## src/rtl/tohost_monitor_pkg.sv

```systemverilog
// Shared definitions for the tohost completion monitor: state encoding,
// tohost value decode rules and the default tohost address.
package tohost_monitor_pkg;

  localparam int unsigned ADDR_W     = 32;
  localparam int unsigned DATA_W     = 32;
  localparam int unsigned STRB_W     = 4;
  localparam int unsigned TEST_NUM_W = DATA_W - 1;
  localparam int unsigned CYCLE_W    = 32;

  localparam logic [1:0] ST_IDLE   = 2'd0;
  localparam logic [1:0] ST_RUN    = 2'd1;
  localparam logic [1:0] ST_SETTLE = 2'd2;
  localparam logic [1:0] ST_DONE   = 2'd3;

  typedef enum logic [1:0] {
    IDLE   = ST_IDLE,
    RUN    = ST_RUN,
    SETTLE = ST_SETTLE,
    DONE   = ST_DONE
  } state_t;

  // Shared with the linker script and the benches.
  localparam logic [ADDR_W-1:0] DEFAULT_TOHOST_ADDR = 32'h0000_1000;
  localparam logic [DATA_W-1:0] PASS_CODE           = 32'h0000_0001;
  localparam logic [STRB_W-1:0] FULL_STRB           = 4'hF;

  typedef struct packed {
    logic              valid;
    logic [ADDR_W-1:0] addr;
    logic [DATA_W-1:0] data;
    logic [STRB_W-1:0] strb;
  } wr_req_t;

  typedef struct packed {
    logic                  pass;
    logic                  fail;
    logic [TEST_NUM_W-1:0] test_num;
  } decode_t;

  // A completion is a full-word store of an odd value (LSB marker) to tohost;
  // even values are syscall requests and zero is the idle value.
  function automatic logic is_tohost_store(input wr_req_t req,
                                           input logic [ADDR_W-1:0] tohost_addr);
    return req.valid && (req.addr == tohost_addr) &&
           (req.strb == FULL_STRB) && req.data[0];
  endfunction

  function automatic decode_t decode_tohost(input logic [DATA_W-1:0] value);
    decode_t d;
    d.pass     = (value == PASS_CODE);
    d.fail     = !d.pass;
    d.test_num = d.pass ? '0 : value[DATA_W-1:1];
    return d;
  endfunction

endpackage

```

## src/rtl/tohost_monitor_if.sv

```systemverilog
// Core data-memory write port as seen by the tohost monitor.
interface tohost_monitor_if;
  import tohost_monitor_pkg::*;

  logic              wr_valid;
  logic [ADDR_W-1:0] wr_addr;
  logic [DATA_W-1:0] wr_data;
  logic [STRB_W-1:0] wr_strb;

  modport master (output wr_valid, output wr_addr, output wr_data, output wr_strb);
  modport slave  (input  wr_valid, input  wr_addr, input  wr_data, input  wr_strb);
endinterface

```

## src/rtl/tohost_monitor_sat_counter.sv

```systemverilog
// Up-counter with synchronous clear that stops at MAX; sat_c flags count==MAX.
module tohost_monitor_sat_counter #(
  parameter int unsigned      WIDTH = 8,
  parameter logic [WIDTH-1:0] MAX   = '1
) (
  input  logic             clk,
  input  logic             rst,
  input  logic             en,
  input  logic             clr,
  output logic [WIDTH-1:0] count,
  output logic             sat_c
);

  logic [WIDTH-1:0] count_q;
  logic [WIDTH-1:0] count_d;

  assign sat_c = (count_q == MAX);
  assign count = count_q;

  always_comb begin
    count_d = count_q;
    if (clr) begin
      count_d = '0;
    end else if (en && !sat_c) begin
      count_d = count_q + WIDTH'(1);
    end
  end

  always_ff @(posedge clk or posedge rst) begin
    if (rst) begin
      count_q <= '0;
    end else begin
      count_q <= count_d;
    end
  end

endmodule

```

## src/rtl/tohost_monitor.sv

```systemverilog
// Snoops core stores for the riscv-tests tohost word, decodes pass/fail or
// timeout, and raises a sticky done after a short pipeline-drain interval.
module tohost_monitor
  import tohost_monitor_pkg::*;
#(
  parameter logic [ADDR_W-1:0] TOHOST_ADDR    = DEFAULT_TOHOST_ADDR,
  parameter int unsigned       TIMEOUT_CYCLES = 5000,
  parameter int unsigned       SETTLE_CYCLES  = 2
) (
  input  logic                  clk,
  input  logic                  rst,
  input  logic                  run_en,
  tohost_monitor_if.slave       wr,
  output logic                  done,
  output logic                  done_pulse,
  output logic                  pass,
  output logic                  fail,
  output logic                  timeout,
  output logic [TEST_NUM_W-1:0] test_num,
  output logic [CYCLE_W-1:0]    cycles
);

  localparam int unsigned SETTLE_W =
    (SETTLE_CYCLES > 1) ? $clog2(SETTLE_CYCLES) : 1;
  localparam logic [SETTLE_W-1:0] SETTLE_LAST   = SETTLE_W'(SETTLE_CYCLES - 1);
  localparam logic [CYCLE_W-1:0]  TIMEOUT_LAST  = CYCLE_W'(TIMEOUT_CYCLES - 1);
  localparam state_t              AFTER_DECODE  = (SETTLE_CYCLES == 0) ? DONE : SETTLE;

  if (TOHOST_ADDR[1:0] != 2'b00) begin : g_bad_tohost_addr
    $error("tohost_monitor: TOHOST_ADDR must be word aligned");
  end
  if (TIMEOUT_CYCLES == 0) begin : g_bad_timeout
    $error("tohost_monitor: TIMEOUT_CYCLES must be at least 1");
  end

  state_t                state_q, state_d;
  logic                  pass_q, pass_d;
  logic                  fail_q, fail_d;
  logic                  timeout_q, timeout_d;
  logic [TEST_NUM_W-1:0] test_num_q, test_num_d;
  logic                  done_q, done_d;
  logic                  done_pulse_q, done_pulse_d;

  wr_req_t               req_c;
  decode_t               dec_c;
  logic                  hit_c;
  logic                  run_cnt_en_c, run_cnt_clr_c, run_cnt_sat_c;
  logic                  set_cnt_en_c, set_cnt_clr_c, set_cnt_sat_c;
  logic [CYCLE_W-1:0]    run_cnt;
  logic [SETTLE_W-1:0]   set_cnt;

  assign req_c = '{valid: wr.wr_valid, addr: wr.wr_addr,
                   data: wr.wr_data,   strb: wr.wr_strb};
  assign hit_c = is_tohost_store(req_c, TOHOST_ADDR);
  assign dec_c = decode_tohost(wr.wr_data);

  // The RUN counter doubles as the cycles output; it freezes once RUN is left.
  tohost_monitor_sat_counter #(.WIDTH(CYCLE_W)) u_run_cnt (
    .clk   (clk),
    .rst   (rst),
    .en    (run_cnt_en_c),
    .clr   (run_cnt_clr_c),
    .count (run_cnt),
    .sat_c (run_cnt_sat_c)
  );

  tohost_monitor_sat_counter #(.WIDTH(SETTLE_W), .MAX(SETTLE_LAST)) u_settle_cnt (
    .clk   (clk),
    .rst   (rst),
    .en    (set_cnt_en_c),
    .clr   (set_cnt_clr_c),
    .count (set_cnt),
    .sat_c (set_cnt_sat_c)
  );

  // Next-state and result capture.
  always_comb begin
    state_d       = state_q;
    pass_d        = pass_q;
    fail_d        = fail_q;
    timeout_d     = timeout_q;
    test_num_d    = test_num_q;
    run_cnt_en_c  = 1'b0;
    run_cnt_clr_c = (state_q == IDLE);
    set_cnt_en_c  = 1'b0;
    set_cnt_clr_c = (state_q != SETTLE);

    case (state_q)
      IDLE: begin
        if (run_en) state_d = RUN;
      end
      RUN: begin
        if (run_en) begin
          run_cnt_en_c = 1'b1;
          // A completion in the timeout cycle takes priority over the timeout.
          if (hit_c) begin
            pass_d     = dec_c.pass;
            fail_d     = dec_c.fail;
            test_num_d = dec_c.test_num;
            state_d    = AFTER_DECODE;
          end else if ((run_cnt == TIMEOUT_LAST) || run_cnt_sat_c) begin
            timeout_d  = 1'b1;
            state_d    = AFTER_DECODE;
          end
        end
      end
      SETTLE: begin
        set_cnt_en_c = 1'b1;
        if (set_cnt_sat_c) state_d = DONE;
      end
      DONE: begin
        state_d = DONE;
      end
      default: begin
        state_d = IDLE;
      end
    endcase

    done_d       = (state_d == DONE);
    done_pulse_d = (state_d == DONE) && (state_q != DONE);
  end

  always_ff @(posedge clk or posedge rst) begin
    if (rst) begin
      state_q      <= IDLE;
      pass_q       <= 1'b0;
      fail_q       <= 1'b0;
      timeout_q    <= 1'b0;
      test_num_q   <= '0;
      done_q       <= 1'b0;
      done_pulse_q <= 1'b0;
    end else begin
      state_q      <= state_d;
      pass_q       <= pass_d;
      fail_q       <= fail_d;
      timeout_q    <= timeout_d;
      test_num_q   <= test_num_d;
      done_q       <= done_d;
      done_pulse_q <= done_pulse_d;
    end
  end

  assign done       = done_q;
  assign done_pulse = done_pulse_q;
  assign pass       = pass_q;
  assign fail       = fail_q;
  assign timeout    = timeout_q;
  assign test_num   = test_num_q;
  assign cycles     = run_cnt;

endmodule

```

## src/flat_wrapper.sv

```systemverilog
// flat-port wrapper written by rule: the top's interface ports become plain ports
module tohost_monitor_flat import tohost_monitor_pkg::*;
#(
  parameter logic [ADDR_W-1:0] TOHOST_ADDR    = DEFAULT_TOHOST_ADDR,
  parameter int unsigned       TIMEOUT_CYCLES = 5000,
  parameter int unsigned       SETTLE_CYCLES  = 2
)
  (clk, rst, run_en, done, done_pulse, pass, fail, timeout, test_num, cycles, wr_wr_valid, wr_wr_addr, wr_wr_data, wr_wr_strb);
  tohost_monitor_if wr_i ();
  input  logic clk;
  input  logic rst;
  input  logic run_en;
  output logic done;
  output logic done_pulse;
  output logic pass;
  output logic fail;
  output logic timeout;
  output logic [TEST_NUM_W-1:0] test_num;
  output logic [CYCLE_W-1:0] cycles;
  input wire logic [$bits(wr_i.wr_valid)-1:0] wr_wr_valid;
  input wire logic [$bits(wr_i.wr_addr)-1:0] wr_wr_addr;
  input wire logic [$bits(wr_i.wr_data)-1:0] wr_wr_data;
  input wire logic [$bits(wr_i.wr_strb)-1:0] wr_wr_strb;
  assign wr_i.wr_valid = wr_wr_valid;
  assign wr_i.wr_addr = wr_wr_addr;
  assign wr_i.wr_data = wr_wr_data;
  assign wr_i.wr_strb = wr_wr_strb;
  tohost_monitor #(.TOHOST_ADDR(TOHOST_ADDR), .TIMEOUT_CYCLES(TIMEOUT_CYCLES), .SETTLE_CYCLES(SETTLE_CYCLES)) u_core (.clk(clk), .rst(rst), .run_en(run_en), .wr(wr_i), .done(done), .done_pulse(done_pulse), .pass(pass), .fail(fail), .timeout(timeout), .test_num(test_num), .cycles(cycles));
endmodule
```

## config.mk

```make
export PLATFORM = sky130hd
export DESIGN_NAME = tohost_monitor_flat
export DESIGN_NICKNAME = d
export VERILOG_FILES = /design/src/rtl/tohost_monitor_pkg.sv /design/src/rtl/tohost_monitor_if.sv /design/src/rtl/tohost_monitor_sat_counter.sv /design/src/rtl/tohost_monitor.sv /design/src/flat_wrapper.sv
export SDC_FILE = /design/constraint.sdc
export NUM_CORES = 1
export LEC_CHECK = 0
export CORE_MARGIN = 10
export CORE_UTILIZATION = 44
export CTS_CLUSTER_DIAMETER = 60
export CTS_CLUSTER_SIZE = 8
export DETAILED_ROUTE_END_ITERATION = 10
export HOLD_SLACK_MARGIN = 0.06
export PLACE_DENSITY = 0.88
export SLEW_MARGIN = 20
export SYNTH_ARGS = -nofsm -noshare
export SYNTH_HDL_FRONTEND = slang
export SYNTH_SLANG_ARGS = --single-unit
```

## constraint.sdc

```tcl
create_clock -name clk -period 2.9 [get_ports clk]
set_input_delay 0.58 -clock clk [delete_from_list [all_inputs] [get_ports clk]]
set_output_delay 0.58 -clock clk [all_outputs]
set_load 0.01 [all_outputs]
```

* Word level (Yosys, flattened, before mapping)
Cells that the tools add are included.
** Storage, ports and cells
- Flip-flop bits (word level) :: 71
- Input bits :: 72
** Operators by class
- Equal/unequal tests :: 11
- Reductions and logical operators :: 15
- Bitwise gates (word level) :: 1
- $add $sub $neg :: 2
- Mux-type cells :: 14
** Operators with widths (number)
- $eq 32x13->1 const B :: 2
- $mux 32 :: 2
- $add 32x1->32 const B :: 1
- $eq 32x1->1 const B :: 1
- $eq 32x32->1 const B :: 1
- $mux 31 :: 1
- $mux 2 :: 5
- $pmux 2 s4 :: 1
- $eq 2x2->1 const B :: 3
- $logic_and 1x1->1 :: 6
- $mux 1 :: 5
- $eq 4x4->1 const B :: 1
- $ne 2x2->1 const B :: 2
- $reduce_and 4->1 :: 1
- $reduce_bool 2->1 :: 2
- $logic_not 1->1 :: 3
- $reduce_and 3->1 :: 1
- $eq 2x1->1 const B :: 1
- $logic_not 2->1 :: 1
- $add 1x1->1 const B :: 1
- $logic_or 1x1->1 :: 1
- $not 1->1 :: 1

* Logic depth before layout (Yosys ltp)
Gate-level depths: netlist (run 1).
- Depth after elaboration :: 9
- Gate-level depth with buffers :: 8
- Gate-level depth less buffers :: 6

* By module
Synthesis (run 1) repeated with hierarchy kept, for this count alone.
** Second synthesis, totals
- Cells, all modules :: 328
- Area, all modules :: 3643.5 µm²
** By module, submodules not included
- tohost_monitor :: sequential area each 950.9 µm², times used 1, area an instance 1813.0 µm², cells each 130
- tohost_monitor_sat_counter at u_core.u_run_cnt :: sequential area each 800.8 µm², times used 1, area an instance 1784.2 µm², cells each 194
- tohost_monitor_sat_counter at u_core.u_settle_cnt :: sequential area each 25.0 µm², times used 1, area an instance 46.3 µm², cells each 4

* Worst setup path after synthesis (run 1)
No wires, ideal clock.
- Kind :: input port to flip-flop
- Start :: in wr_wr_addr[21]
- End :: reg u_core.fail_q (netlist: u_core.fail)
- Path buffers :: 1
- Cell stages on the path :: 6
- Data arrival time :: 2.086 ns
- Path slack :: 0.693 ns
- Required time :: 2.779 ns
- Cells stage by stage :: nor4_1 -> nand4_1 -> or4_1 -> buf_6 -> or3_4 -> a21boi_1
** On the way
- Longest elaborated chain between the ends :: 5
** Ends and longest elaborated chain
- start: declaration :: line flat_wrapper.sv:21 : input wire logic [$bits(wr_i.wr_addr)-1:0] wr_wr_addr;
- $eq 32x13->1 :: line tohost_monitor_pkg.sv:45 : return req.valid && (req.addr == tohost_addr) &&
- $logic_and 1x1->1 (2 in series) :: line tohost_monitor_pkg.sv:45
- $logic_and 1x1->1 :: line tohost_monitor_pkg.sv:46 : (req.strb == FULL_STRB) && req.data[0];
- $reduce_and 3->1 (no source line)
- end signal: assignment :: line tohost_monitor.sv:135 : fail_q <= fail_d;
- end: declaration :: line tohost_monitor.sv:38 : logic fail_q, fail_d;
Every way passes these cells.
A chain may end at the register's enable or synchronous reset.

* Worst setup path in the final report (run 1)
- Start :: in wr_wr_addr[25]
- End :: reg u_core.test_num_q[3] (netlist: u_core.test_num[3])
** On the way
- Longest elaborated chain between the ends :: 5
** Ends and longest elaborated chain
- $eq 32x13->1 :: line tohost_monitor_pkg.sv:45
- $logic_and 1x1->1 (2 in series) :: line tohost_monitor_pkg.sv:45
- $logic_and 1x1->1 :: line tohost_monitor_pkg.sv:46
- $reduce_and 3->1 (no source line)
- end signal: assignment :: line tohost_monitor.sv:137 : test_num_q <= test_num_d;
- end: declaration :: line tohost_monitor.sv:40 : logic [TEST_NUM_W-1:0] test_num_q, test_num_d;
Every way passes these cells.

==> results of run 1 <==
synth_stat cells, types with 4 or more instances:
cell type | instances | area [um^2]
mux2_2 | 31 | 349.1
xnor2_1 | 4 | 35.03
nor2_1 | 17 | 63.81
o31ai_1 | 9 | 67.56
mux2i_1 | 4 | 40.04
xor2_1 | 4 | 35.03
nand2_1 | 23 | 86.33
nand2b_1 | 5 | 31.28
nand4_1 | 18 | 112.6
dfrtp_1 | 71 | 1777
o211ai_1 | 6 | 45.04
and3_1 | 7 | 43.79
or4_1 | 8 | 60.06
nor3_1 | 5 | 25.02
nor4_1 | 19 | 118.9
nor4b_1 | 5 | 43.79
and4_1 | 9 | 78.83
o21ai_0 | 9 | 45.04
a21oi_1 | 15 | 75.07
nand3_1 | 8 | 40.04
or3_1 | 7 | 43.79
worst min-delay path by stage:
stage | start | end | slack (ns) | cells past startpoint
3_3_place_gp | u_core.timeout | u_core.timeout | 0.46 | 2
2_1_floorplan | u_core.u_settle_cnt.count | u_core.done | 0.47 | 1
4_1_cts | u_core.timeout | u_core.timeout | 0.50 | 2
6_report | u_core.timeout | u_core.timeout | 0.50 | 2
5_1_grt | u_core.timeout | u_core.timeout | 0.51 | 2
3_5_place_dp | u_core.timeout | u_core.timeout | 0.46 | 2
per-layer routing:
| metal | part of all wire | routed length, um |
|---|---|---|
| met3 | 0.062 | 657 |
| met2 | 0.53 | 5550 |
| met4 | 0.020 | 206 |
| met5 | 0 | 0 |
| met1 | 0.39 | 4120 |
kinds of logic (layout without fill, tap and decap cells):
group | after synthesis | in the layout | synth area share
AO/OA/AOI/OAI | 47 | 47 | 0.08654
XOR/XNOR | 8 | 8 | 0.01994
adder cells (fa/ha/maj) | 1 | 1 | 0.003561
buffers and inverters | 15 | 162 | 0.02528
flip-flops | 71 | 71 | 0.5057
multiplexers | 35 | 35 | 0.1108
AND/OR/NAND/NOR | 145 | 145 | 0.2482
where the power goes:
part	internal (mW)	leakage, nW	switching [mW]	total [mW]
registers	1.03	0.959	0.0721	1.10
logic	0.214	1.15	0.146	0.359
clock network	0.397	0.0875	0.407	0.803
total	1.64	2.20	0.624	2.27
sequential cells by signal, summed over array words and instances, names as in the netlist:
signal / count
u_core.u_run_cnt.count: 32
u_core.test_num: 31
u_core.state_q: 2
u_core.done: 1
u_core.done_pulse: 1
u_core.fail: 1
u_core.pass: 1
u_core.timeout: 1
u_core.u_settle_cnt.count: 1
through the flow:
step	cells	cell area [um^2]
after CTS	571	5195
after global placement	555	4997
final	571	5195
after global routing	571	5195
after detailed placement	555	4997
after floorplan	322	3513
worst reg2reg max path, cell delays in order (launching register included):
cell	delay [ns]
dfrtp_1	0.44
or4_1	0.54
or4_1	0.43
nor4_1	0.39
nor2_1	0.12
o31ai_1	0.24
area by class of cell:
class,instances,area share
sequential,71,0.3420
multi-input combinational,236,0.3172
timing repair buffer,143,0.2760
tap,102,0.02457
clock buffer,9,0.02384
clock inverter,7,0.01421
inverter,3,0.002168
==> impl_metrics.py, run 1 <==
metrics = {
    "clock_tree": {
        "clkTransAtPathRegs_ns": 0.08,
        "cts_buffers": 9,
        "cts_hold_buf": 0,
        "cts.sinks": 71,
        "clock_path_buffers": 2,
        "cts_tree": "yes",
        "cts_resized": 0,
        "cts_setup_buffers": 0,
        "cts-root-buf": "clkbuf_8",
        "cts_htree_levels": 3,
        "insertion_delay_ns": 0.35,
    },
    "worst_setup_path": {
        "r2r-start": "u_core.u_run_cnt.count[19]",
        "crit_path_end": "u_core.test_num[3]",
        "r2r_cells": 5,
        "cp_data_arrival_time_ns": 2.57,
        "worstReg2RegEnd": "u_core.timeout",
        "reg2reg_slack_ns": 0.65,
        "required_ns": 3.13,
        "end_kind": "flop",
        "worstPathMaxFanout": 27,
        "path_delay_family": "simple AND/OR/NAND/NOR gates",
        "slowest_stage": "or4_1",
        "critPathKind": "in -> reg",
        "startpoint": "wr_wr_addr[25]",
        "path_depth": 6,
        "slowest_delay_ns": 0.54,
        "worstPathCellList": "clkdlybuf4s50_1 -> nor4_1 -> nand4_1 -> or4_1 -> buf_4 -> mux2_2",
        "start_kind": "primary input",
        "crit_buf_inv": 2,
    },
    "global_route": {
        "antenna_found_initial": 0,
        "grt_busiest_layer": "met2",
        "grt_overflow": 0,
        "gr-usage-met3": 0.03745,
        "met1_usage": 0.2079,
        "grt_max_degree": 38,
        "use_met2": 0.2896,
        "grt_pass1_wl_mm": 16.48,
        "grt_pass1_vias": 3192,
        "grt_usage": 0.1724,
    },
    "layout": {
        "drive_gt1_frac": 0.1279,
        "utilization": 0.6688,
        "layout.nets": 537,
        "regArea_mm2": 0.001777,
        "fillerInstances": 598,
        "mostFrequentLayoutCell": "clkdlybuf4s50_1",
        "area_delta_synth_final_pct": 47.86,
        "multiInputGateArea_mm2": 0.001648,
        "layout_common_cells": "139 x clkdlybuf4s50_1, 71 x dfrtp_1, 31 x mux2_2",
        "antenna_cells": 0,
    },
    "logic_synthesis": {
        "avgSynthCellArea_um2": 10.91,
        "synthesis.instances": 322,
        "syn-cell-area_mm2": 0.003513,
        "seq_area_frac_synth": 0.5057,
        "synth_ff_type": "dfrtp_1",
        "synth_seq_cells": 71,
        "synth.distinct_cells": 46,
        "ys_warn_count": 0,
        "synth_nets": 395,
        "synth-edff-count": 0,
        "synthArstFlopShare": 1.000,
    },
    "power": {
        "ir_drop_mv": 0.3262,
        "power-per-cell-area_mw_per_mm2": 436.0,
        "p_leak_nw": 2.197,
        "p_total_mw": 2.265,
    },
    "die": {
        "rows": 32,
        "fp.coreArea_mm2": 0.007767,
        "dieArea_mm2": 0.01196,
        "ios": 140,
        "start_util": 0.4523,
        "die_w_um": 109.4,
        "dieHeight_um": 109.4,
    },
    "sta": {
        "setup_viol": 0,
        "hold_viol": 0,
        "fin_crit_ns": 2.345,
        "fin_crit_sh": 0.8087,
        "setup_slack_ns": 0.5548,
        "setup-tns-final_ns": 0,
        "rsz0062_at_grt": "false",
        "tightest_slew_ns": 0.7910,
        "whs_ns": 0.5049,
        "skew_ns": 0.008298,
        "final_max_slew_viol_count": 0,
        "fmax_mhz": 426.4,
        "relSlewSlack": 0.4719,
    },
    "worst_hold_path": {
        "hp-class": "reg -> reg",
    },
    "place": {
        "pre_cts_ws_ns": 0.1763,
        "place_hpwl_mm": 8.206,
        "place.gp.congestion": 0.8453,
        "port_buffers": 139,
    },
    "route": {
        "dr.first_iter.drc_count": 237,
        "drcViolationCount": 0,
        "first_pass_iters": 5,
        "dr_total_vias": 3213,
        "post_drt_wl_per_cell_um": 18.45,
        "routed_wl_mm": 10.53,
        "ant_nets": 0,
        "viasPerCell": 5.627,
    },
    "run_status": {
        "status": "completed",
    },
    "job": {
        "cap_violations": 0,
    },
}
Note: power is estimated with default switching activity, not from simulation.
==> run 2, diff against run 1 <==
--- a/config.mk
+++ b/config.mk
@@ -6,12 +6,12 @@
 export NUM_CORES = 1
 export LEC_CHECK = 0
 export CORE_MARGIN = 10
-export CORE_UTILIZATION = 44
+export CORE_UTILIZATION = 39
 export CTS_CLUSTER_DIAMETER = 60
 export CTS_CLUSTER_SIZE = 8
 export DETAILED_ROUTE_END_ITERATION = 10
 export HOLD_SLACK_MARGIN = 0.06
-export PLACE_DENSITY = 0.88
+export PLACE_DENSITY = 0.83
 export SLEW_MARGIN = 20
 export SYNTH_ARGS = -nofsm -noshare
 export SYNTH_HDL_FRONTEND = slang
==> constraint.sdc (replaced) <==
create_clock -name clk -period 2.1 [get_ports clk]
set_input_delay 0.42 -clock clk [delete_from_list [all_inputs] [get_ports clk]]
set_output_delay 0.42 -clock clk [all_outputs]
set_load 0.01 [all_outputs]
==> impl_metrics.py, run 2 (synthesized netlist as in run 1, its figures left out) <==
metrics = {
    "run_status": {
        "status": "completed",
    },
    "route": {
        "routed-wl-met3_um": 869,
        "post_drt_wl_per_cell_um": 18.90,
        "wl_met2_mm": 6.050,
        "drcViolationCount": 0,
        "dr_total_vias": 3409,
        "ant_nets": 0,
        "dr.first_iter.drc_count": 179,
        "wl_met1_mm": 4.267,
        "first_pass_iters": 4,
        "maxUsedRoutingLayer": "met4",
        "viasPerCell": 5.589,
        "routed_wl_mm": 11.53,
    },
    "sta": {
        "fin_crit_sh": 0.9965,
        "skew_ns": 0.01047,
        "setup_viol": 0,
        "fmax_mhz": 477.9,
        "fin_crit_ns": 2.093,
        "relSlewSlack": 0.5905,
        "setup_slack_ns": 0.007332,
        "tightest_slew_ns": 0.6142,
        "final_max_slew_viol_count": 0,
        "setup-tns-final_ns": 0,
        "rsz0062_at_grt": "true",
        "hold_viol": 0,
    },
    "power": {
        "p_total_mw": 3.080,
        "power-per-cell-area_mw_per_mm2": 554.8,
        "ir_drop_mv": 0.3195,
        "p_leak_nw": 2.498,
    },
    "die": {
        "dieArea_mm2": 0.01321,
        "fp.coreArea_mm2": 0.008763,
        "rows": 34,
        "start_util": 0.4009,
        "dieHeight_um": 114.9,
        "die_w_um": 114.9,
        "ios": 140,
    },
    "clock_tree": {
        "insertion_delay_ns": 0.35,
        "cts-root-buf": "clkbuf_8",
        "cts_buffers": 9,
        "cts_hold_buf": 0,
        "clkTransAtPathRegs_ns": 0.08,
        "clock_path_buffers": 2,
        "cts_tree": "yes",
        "cts.sinks": 71,
        "cts_htree_levels": 3,
    },
    "layout": {
        "fin_cells": 610,
        "mostFrequentLayoutCell": "clkdlybuf4s50_1",
        "antenna_cells": 0,
        "area_delta_synth_final_pct": 58.01,
        "drive_gt1_frac": 0.2131,
        "utilization": 0.6335,
        "multiInputGateArea_mm2": 0.001743,
        "layout.nets": 570,
        "fillerInstances": 736,
        "largest_reg_flops": 32,
        "regArea_mm2": 0.001778,
        "layout_common_cells": "121 x clkdlybuf4s50_1, 70 x dfrtp_1, 35 x buf_4",
    },
    "global_route": {
        "grt_usage": 0.1709,
        "grt_overflow": 0,
        "grt_pass1_vias": 3650,
        "grt_pass1_wl_mm": 18.37,
        "antenna_found_initial": 0,
        "grt_max_degree": 72,
    },
    "job": {
        "cap_violations": 0,
    },
    "worst_setup_path": {
        "reg2reg_slack_ns": 0.03,
        "slowest_delay_ns": 0.54,
        "critPathKind": "in -> reg",
        "cp_data_arrival_time_ns": 2.33,
        "worstPathCellList": "clkdlybuf4s50_1 -> nor4_1 -> nand4_1 -> or4_4 -> or3_4 -> a21boi_2",
        "slowest_stage": "or4_4",
        "required_ns": 2.34,
        "end_kind": "flop",
        "start_kind": "primary input",
        "worstPathMaxFanout": 3,
    },
    "place": {
        "pre_cts_ws_ns": -0.5810,
        "place_inst": 593,
        "place_hpwl_mm": 8.811,
        "place.gp.congestion": 0.8130,
        "port_buffers": 139,
    },
    "worst_hold_path": {
        "hp-class": "reg -> reg",
    },
}
==> run 2: changes by cell type in the layout (fill, tap and decap cells not counted), moves of 3 or more <==
cell	previous run	this run
nor4_2	0	4
nor4b_1	5	2
clkdlybuf4s50_1	139	121
dlymetal6s2s_1	0	12
buf_4	3	35
nor4_1	19	14
dlygate4sd2_1	0	6
==> run 2: repair_timing <==
action                     CTS  global route
setup endpoints to repair   35            35
hold endpoints to repair     0             0
buffers inserted             1             0
pin swaps                    6            12
gates resized for setup     17            19
==> run 2: stage by stage <==
stage	hold WS, ns	cell area (um^2)
after floorplan	0.4659	3517
after detailed placement	0.4588	5249
after global routing	0.4946	5552
after CTS	0.4751	5488
after global placement	0.4521	5249
final	0.4718	5552
==> run 2: layer usage <==
layer	up-vias	global-route usage
li1	1585	-
met1	1672	0.1906
met2	130	0.2939
met3	22	0.04844
met4	0	0.08086
met5	-	0
==> run 2: layout make-up <==
class	count	share of cell area
clock buffers	9	0.02231
well taps	108	0.02434
repair buffers	176	0.3076
clock inverters	7	0.008790
flip-flops and latches	71	0.3203
multi-input cells	236	0.3140
inverters	3	0.002705
==> run 2: path summary, 6_finish.rpt <==
| check | endpoint | startpoint | cells after the start |
|---|---|---|---|
| worst max-delay path | u_core.fail | wr_wr_addr[26] | 6 |
| worst min-delay path | u_core.pass | u_core.pass | 2 |
| worst max register to register | u_core.state_q[0] | u_core.u_run_cnt.count[19] | 6 |
| worst min register to register | u_core.pass | u_core.pass | 2 |
| max in group asynchronous | u_core.u_run_cnt.count[8] | rst | 3 |
| min in group asynchronous | u_core.u_run_cnt.count[14] | rst | 3 |
==> run 2: report_power, final <==
group          switching [mW]  leakage (nW)  total [mW]  internal (mW)
sequential             0.0943         0.957        1.52           1.42
clock                   0.565        0.0776       0.993          0.428
combinational           0.245          1.46       0.569          0.324
total                   0.905          2.50        3.08           2.18
==> run 2: worst max-delay path, delay by kind of cell <==
family / cells / cell delay, ns
AOI/OAI and AO/OA: 1 / 0.15
and+or+nand+nor: 4 / 1.36
buffers and inverters: 1 / 0.41
==> run 3, diff against run 2 <==
--- a/config.mk
+++ b/config.mk
@@ -10,6 +10,7 @@
 export CTS_CLUSTER_DIAMETER = 60
 export CTS_CLUSTER_SIZE = 8
 export DETAILED_ROUTE_END_ITERATION = 10
+export GPL_ROUTABILITY_DRIVEN = 1
 export HOLD_SLACK_MARGIN = 0.06
 export PLACE_DENSITY = 0.83
 export SLEW_MARGIN = 20
==> results of run 3 <==
The final DEF is identical to that of run 2; final timing and power are the same.
